--- config.mk ---
export PLATFORM = sky130hd
export DESIGN_NAME = uart_tx
export DESIGN_NICKNAME = d
export VERILOG_FILES = /design/src/rtl/uart_tx.sv
export SDC_FILE = /design/constraint.sdc
export NUM_CORES = 1
export LEC_CHECK = 0
export BUFFER_PORTS_ARGS = -buffer_cell sky130_fd_sc_hd__buf_2
export CORE_UTILIZATION = 30
export CTS_BUF_LIST = sky130_fd_sc_hd__clkbuf_2
export DETAILED_ROUTE_END_ITERATION = 10
export PLACE_DENSITY_LB_ADDON = 0.3
export SYNTH_ARGS = -nofsm -noshare
export SYNTH_HDL_FRONTEND = slang
export SYNTH_SLANG_ARGS = --single-unit
--- constraint.sdc ---
create_clock -name i_clk -period 4.6 [get_ports i_clk]
set_input_delay 0.23 -clock i_clk [delete_from_list [all_inputs] [get_ports i_clk]]
set_output_delay 0.23 -clock i_clk [all_outputs]
set_load 0.05 [all_outputs]
--- src/rtl/uart_tx.sv ---
// UART transmitter: start bit, LSB-first data, stop bit(s), with a one-word
// holding register so consecutive frames leave no idle gap on the line.
module uart_tx #(
  parameter int DATA_BITS      = 8,
  parameter int CYCLES_PER_BIT = 108,
  parameter int STOP_BITS      = 1
) (
  input  logic                 i_clk,
  input  logic                 i_rst_n,
  input  logic [DATA_BITS-1:0] i_data_w,
  input  logic                 i_data_valid_w,
  output logic                 o_ready,
  output logic                 o_tx_w,
  output logic                 o_busy
);

  localparam int CNT_W = (CYCLES_PER_BIT > 1) ? $clog2(CYCLES_PER_BIT) : 1;
  localparam int IDX_W = 4;
  localparam logic [CNT_W-1:0] BAUD_MAX  = CNT_W'(CYCLES_PER_BIT - 1);
  localparam logic [IDX_W-1:0] LAST_DATA = IDX_W'(DATA_BITS - 1);
  localparam logic [IDX_W-1:0] LAST_STOP = IDX_W'(STOP_BITS - 1);

  typedef enum logic [1:0] {IDLE, START, DATA, STOP} state_t;

  state_t               state_q, state_d;
  logic [CNT_W-1:0]     baud_q, baud_d;
  logic [IDX_W-1:0]     idx_q, idx_d;
  logic [DATA_BITS-1:0] shift_q, shift_d;
  logic [DATA_BITS-1:0] hold_q, hold_d;
  logic                 hold_full_q, hold_full_d;
  logic                 tx_q, tx_d;
  logic                 ready_q;
  logic                 busy_q;
  logic                 accept;
  logic                 bit_end;
  logic                 frame_done;

  assign accept  = i_data_valid_w && ready_q;
  assign bit_end = (baud_q == '0);

  always_comb begin
    // NOTE: every signal driven here gets a default first, so no path leaves
    // it unassigned and no latch is inferred.
    state_d     = state_q;
    baud_d      = baud_q;
    idx_d       = idx_q;
    shift_d     = shift_q;
    hold_d      = hold_q;
    hold_full_d = hold_full_q;
    tx_d        = tx_q;
    frame_done  = 1'b0;

    if (state_q != IDLE) baud_d = baud_q - 1'b1;

    case (state_q)
      IDLE: begin
        if (accept) begin
          shift_d = i_data_w;
          state_d = START;
          baud_d  = BAUD_MAX;
          tx_d    = 1'b0;
        end
      end
      START: begin
        if (bit_end) begin
          state_d = DATA;
          idx_d   = '0;
          baud_d  = BAUD_MAX;
          tx_d    = shift_q[0];
        end
      end
      DATA: begin
        if (bit_end) begin
          baud_d = BAUD_MAX;
          if (idx_q == LAST_DATA) begin
            state_d = STOP;
            idx_d   = '0;
            tx_d    = 1'b1;
          end else begin
            idx_d   = idx_q + 1'b1;
            shift_d = shift_q >> 1;
            tx_d    = shift_d[0];
          end
        end
      end
      STOP: begin
        if (bit_end) begin
          baud_d = BAUD_MAX;
          if (idx_q == LAST_STOP) frame_done = 1'b1;
          else                    idx_d      = idx_q + 1'b1;
        end
      end
      default: state_d = IDLE;
    endcase

    // The held word wins at frame end; a fresh accept can only land there
    // when the holding register is empty, so nothing is lost or duplicated.
    if (frame_done) begin
      if (hold_full_q) begin
        shift_d     = hold_q;
        hold_full_d = 1'b0;
        state_d     = START;
        tx_d        = 1'b0;
      end else if (accept) begin
        shift_d = i_data_w;
        state_d = START;
        tx_d    = 1'b0;
      end else begin
        state_d = IDLE;
        tx_d    = 1'b1;
      end
    end else if (accept && state_q != IDLE) begin
      hold_d      = i_data_w;
      hold_full_d = 1'b1;
    end
  end

  always_ff @(posedge i_clk or negedge i_rst_n) begin
    // NOTE: state is updated with non-blocking assignments so every flop
    // samples the pre-edge values, independent of statement order.
    if (!i_rst_n) begin
      state_q     <= IDLE;
      baud_q      <= '0;
      idx_q       <= '0;
      shift_q     <= '0;
      hold_q      <= '0;
      hold_full_q <= 1'b0;
      tx_q        <= 1'b1;
      ready_q     <= 1'b1;
      busy_q      <= 1'b0;
    end else begin
      state_q     <= state_d;
      baud_q      <= baud_d;
      idx_q       <= idx_d;
      shift_q     <= shift_d;
      hold_q      <= hold_d;
      hold_full_q <= hold_full_d;
      tx_q        <= tx_d;
      ready_q     <= ~hold_full_d;
      busy_q      <= (state_d != IDLE) || hold_full_d;
    end
  end

  assign o_tx_w  = tx_q;
  assign o_ready = ready_q;
  assign o_busy  = busy_q;

endmodule

; Yosys cells after proc, flatten, opt, wreduce, memory -nomap -nowiden
; Index checks and enable logic that the tools add are counted.
[totals]
mem_bits_ro = 0
input_bits = 11
latchBits = 0
mem_bits_rw = 0
reg_bits = 33
output_inout_bits = 3
n_memories = 0
[op_classes]
eq_ne = 11
n_addsub = 2
n_reduce_logical = 14
mux = 38
multipliers = 0
n_shift = 0
n_div = 0
bitwise = 2
n_lt_le_gt_ge = 0
[ops]
columns = op, count
row1 = $mux 8, 6
row2 = $mux 7, 3
row3 = $mux 4, 5
row4 = $pmux 8 s2, 1
row5 = $mux 1, 14
row6 = $pmux 7 s2, 1
row7 = $pmux 4 s3, 1
row8 = $mux 2, 5
row9 = $ne 3x3->1 const B, 3
row10 = $ne 2x2->1 const B, 4
row11 = $logic_not 7->1, 1
row12 = $sub 7x1->7 const B, 1
row13 = $pmux 2 s3, 1
row14 = $reduce_and 5->1, 1
row15 = $add 4x1->4 const B, 1
row16 = $eq 2x2->1 const B, 2
row17 = $eq 4x3->1 const B, 1
row18 = $logic_not 4->1, 1
row19 = $reduce_and 4->1, 1
row20 = $reduce_bool 2->1, 2
row21 = $reduce_bool 4->1, 1
row22 = $pmux 1 s3, 1
row23 = $reduce_bool 3->1, 1
row24 = $reduce_or 3->1, 1
row25 = other kinds (6), 8

; Longest topological paths before layout
[logic_depth]
depth_word = 7
depth_mapped = 9
ltp_nobuf = 8

; Least setup slack after synthesis
; Ideal clock, no wire load.
[synth_timing]
path_type = reg-to-reg
start = register baud_q[0]
end = register hold_q[0]
stages_incl_launch_ff = 8
path_slack_ns = 2.716
required_ns = 4.472
n_path_buf = 1
period_less_slack_ns = 1.884
arrival_ns = 1.757
path_cell_list = dfrtp_1 > inv_1 > ha_1 > nor3b_1 > and3_1 > buf_4 > nor2_2 > mux2_1
[synth_between]
elab_chain_len = 5
[synth_rtl]
columns = item, line
row1 = start: declaration, 26  ; logic [CNT_W-1:0] baud_q, baud_d;
row2 = start signal: assignment, 133  ; baud_q <= baud_d;
row3 = $logic_not 7->1, 39  ; assign bit_end = (baud_q == '0);
row4 = $mux 1, 87  ; if (bit_end) begin
row5 = $mux 1, 55  ; case (state_q)
row6 = $not 1->1 (no line), --
row7 = $reduce_and 2->1 (no line), --
row8 = end signal: assignment, 136  ; hold_q <= hold_d;
row9 = end: declaration, 29  ; logic [DATA_BITS-1:0] hold_q, hold_d;
; No other way between the ends.
; A chain may end at the register's enable or synchronous reset.

; Worst setup path in the final report
[layout_timing]
start = register state_q[0]
end = register hold_q[2]
[layout_between]
elab_chain_len = 4
word_cells_on_any_way = 6
classes_between = eq/ne: 1 / mux: 1 / bitwise: 1 / reduce/logical: 3
[layout_rtl]
columns = item, line
row1 = start: declaration, 25  ; state_t state_q, state_d;
row2 = start signal: assignment, 132  ; state_q <= state_d;
row3 = $eq 2x2->1, 55
row4 = $mux 1, 55
row5 = $not 1->1 (no line), --
row6 = $reduce_and 2->1 (no line) *, --
; Mark *: on every way between the ends. The rest lies on a longest branch, timed or not.

==> run metrics <==
post-synthesis compound-gate area fraction 20.0%; Die Height roughly 83 µm; Worst EP arrival 2.73 ns; total grt overflow 0; Post-synth ARST share 100%; Setup Skew a little under 0.03 ns; TritonRoute pass-1 iters 4; Cell Area, Synth ~2000 µm²; post-route ant nets 0; Slew Limit Fails 0; Lkg Pwr 0.846 nW; crit share post-route between 50% and 60%; CTS max path bufs 2; Top FF cell, synth dfrtp_1; Crit. Startpoint state_q[0]; layout cell share with drive strength beyond 1 13.6%; routed len/inst 15.6 µm; FF-to-FF Start state_q[0]; synthesis-to-finish area growth 9.92%; Top Ports 14; min-delay src i_data_w[5]; final setup violation count 0; initial antenna violation count 0; Worst-Skew Late Latency 0.39 ns; synthesized instance count ~210; Detailed Place HPWL 3300 µm; run status complete, no violations; pwr dens 274 nW/µm²; htree depth 2; first-pass GRT wire length about 8000 µm; placer congestion estimate 0.788; Syn Area/Cell 9.46 µm²; Hold Path Depth 2; diode count 0; core box area approximately 6300 µm²; EDFF count, synth 0; FMAX between 400 and 500 MHz; CTS root buf clkbuf_2; Nets between 200 and 250; Worst Reg-to-Reg Cells 5; main area contributors after synthesis dfrtp_1, ha_1, o21ai_0; maximum vdd drop 160 µV; Synth Register Bits 33; DRC 0; post-CTS setup repair buffer count 0; Die W around 83 µm; Final min period 2.43 ns; vias per cell 5.40; die area around 6900 µm²; Worst Max-Slew Pin Slew 0.809 ns; Port Buf Inserts 13; most frequent cells in the layout dfrtp_1, o21ai_0, a21oi_1; Total Routed Length 4660 µm; area of the multi-input gates about 1100 µm²; clk sinks 33; Post-Syn Nets 228; largest net degree at the start of global routing 34; library cells used by synthesis a little under 50; critical path fanouts, max 11; GRT Total Usage between 10% and 20%; Final Hold Fails 0; commonest non-fill, non-tap cell in the layout dfrtp_1; clk slew on worst S/H paths 0.20 ns; via count 1608; MaxCap Viol Count 0; vias in the first global route roughly 1700; largest family of logic cells by synthesized area simple AND/OR/NAND/NOR gates; xor and xnor area share after synthesis 1.78%; Iter 0 DRT Violations 117; Synth Warn # 0; Seq/Total Area, Yosys 42.1%; Synth Area in Simple Gates 21.4%; startpoint types register; worst relative slew slack 45.9%; Register Area approximately 830 µm²; CP required 4.90 ns; CTS tree done; Fillers 636; multiplexer share of the synthesized area 5.09%; Inserted Clock Buffers 5; adder-cell area share of the yosys netlist 5.73%; starting density of the core 31.0%; unrepaired setup endpoints after global routing no; FP Rows 29; Setup TNS 0 ns; critical path class register to register; worst min path class input pin to register; Post-Route Utilization 34.0%; top cell type's share of synthesized area 39.4%; CP endpoint kind register; Yosys top cell by area dfrtp_1
[power by group]
group | total (mW) | switching [mW] | internal (mW) | leakage [nW]
combinational | 0.0610 | 0.0353 | 0.0256 | 0.445
sequential | 0.333 | 0.0154 | 0.318 | 0.360
clock | 0.199 | 0.106 | 0.0928 | 0.0406
[state kept, by name (all words and copies together), names as in the netlist]
name and cells:
idx_q 4, o_ready 1, o_tx_w 1, state_q 2, baud_q 7, hold_q 8, hold_full_q 1, shift_q 8
o_busy 1
[timing repair]
action / 4_1_cts / 5_1_grt
resized for setup: 0 / 0
hold buffers: 1 / 0
hold endpoints to repair: 31 / 0
[worst max-delay path: stages, from the launching register on]
cell	delay, ns
dfrtp_1	0.43
ha_1	0.36
nor4bb_2	0.57
and3_1	0.48
nor2_2	0.19
mux2_1	0.34
[metrics by stage]
step	hold WS [ns]	instances	power [mW]	instance area, µm²	worst slack, ns
3_3_place_gp	0.339	289	0.398	2090	2.21
3_5_place_dp	0.350	289	0.400	2090	2.17
5_1_grt	0.0632	298	0.618	2160	1.92
2_1_floorplan	-0.0656	208	0.371	1970	2.72
4_1_cts	0.0576	298	0.600	2160	2.16
6_report	0.0706	298	0.593	2160	2.17
[cells in the mapped netlist (3+ instances only)]
cell type and number:
a32oi_1 7, ha_1 9, nand2b_1 3, dfrtp_1 31, nor2_1 10, or3_1 9, nor3b_1 3, nand3_1 10
nand3b_1 3, nor3_1 3, o21ai_0 20, and3_1 4, a31oi_1 4, mux2_1 8, a21oi_1 18, clkbuf_1 4
nand2_1 12, inv_1 10
[per-layer routing]
| metal | global-route usage (%) | vias up | part of all wire, % |
|---|---|---|---|
| li1 | - | 790 | - |
| met1 | 19.8 | 789 | 49 |
| met2 | 22.4 | 23 | 47 |
| met3 | 2.98 | 6 | 2.5 |
| met4 | 4.70 | 0 | 1.5 |
| met5 | 0 | - | 0 |
[cells by family (layout without fill, tap and decap cells)]
logic type / after synthesis / in the layout
fa+ha+maj: 9 / 9
flops: 33 / 33
buf+inv: 19 / 32
compound gates: 63 / 63
simple gates: 71 / 71
mux: 9 / 9
xor+xnor: 4 / 4
[final timing paths]
path	slack (ns)	endpoint
worst max-delay path	2.17	hold_q[2]
worst min-delay path	0.07	hold_q[5]
worst max register to register	2.17	hold_q[2]
worst min register to register	0.50	baud_q[0]
max in group asynchronous	3.67	baud_q[5]
min in group asynchronous	0.43	hold_q[6]
[final cells by class]
| class | instances | area share (%) |
|---|---|---|
| clock buffers | 6 | 1.39 |
| clock inverters | 2 | 1.56 |
| inverters | 10 | 1.74 |
| multi-input cells | 156 | 49.1 |
| flip-flops and latches | 33 | 38.3 |
| well taps | 77 | 4.46 |
| repair buffers | 14 | 3.47 |
No activity file was read; power rests on OpenSTA's default activity.
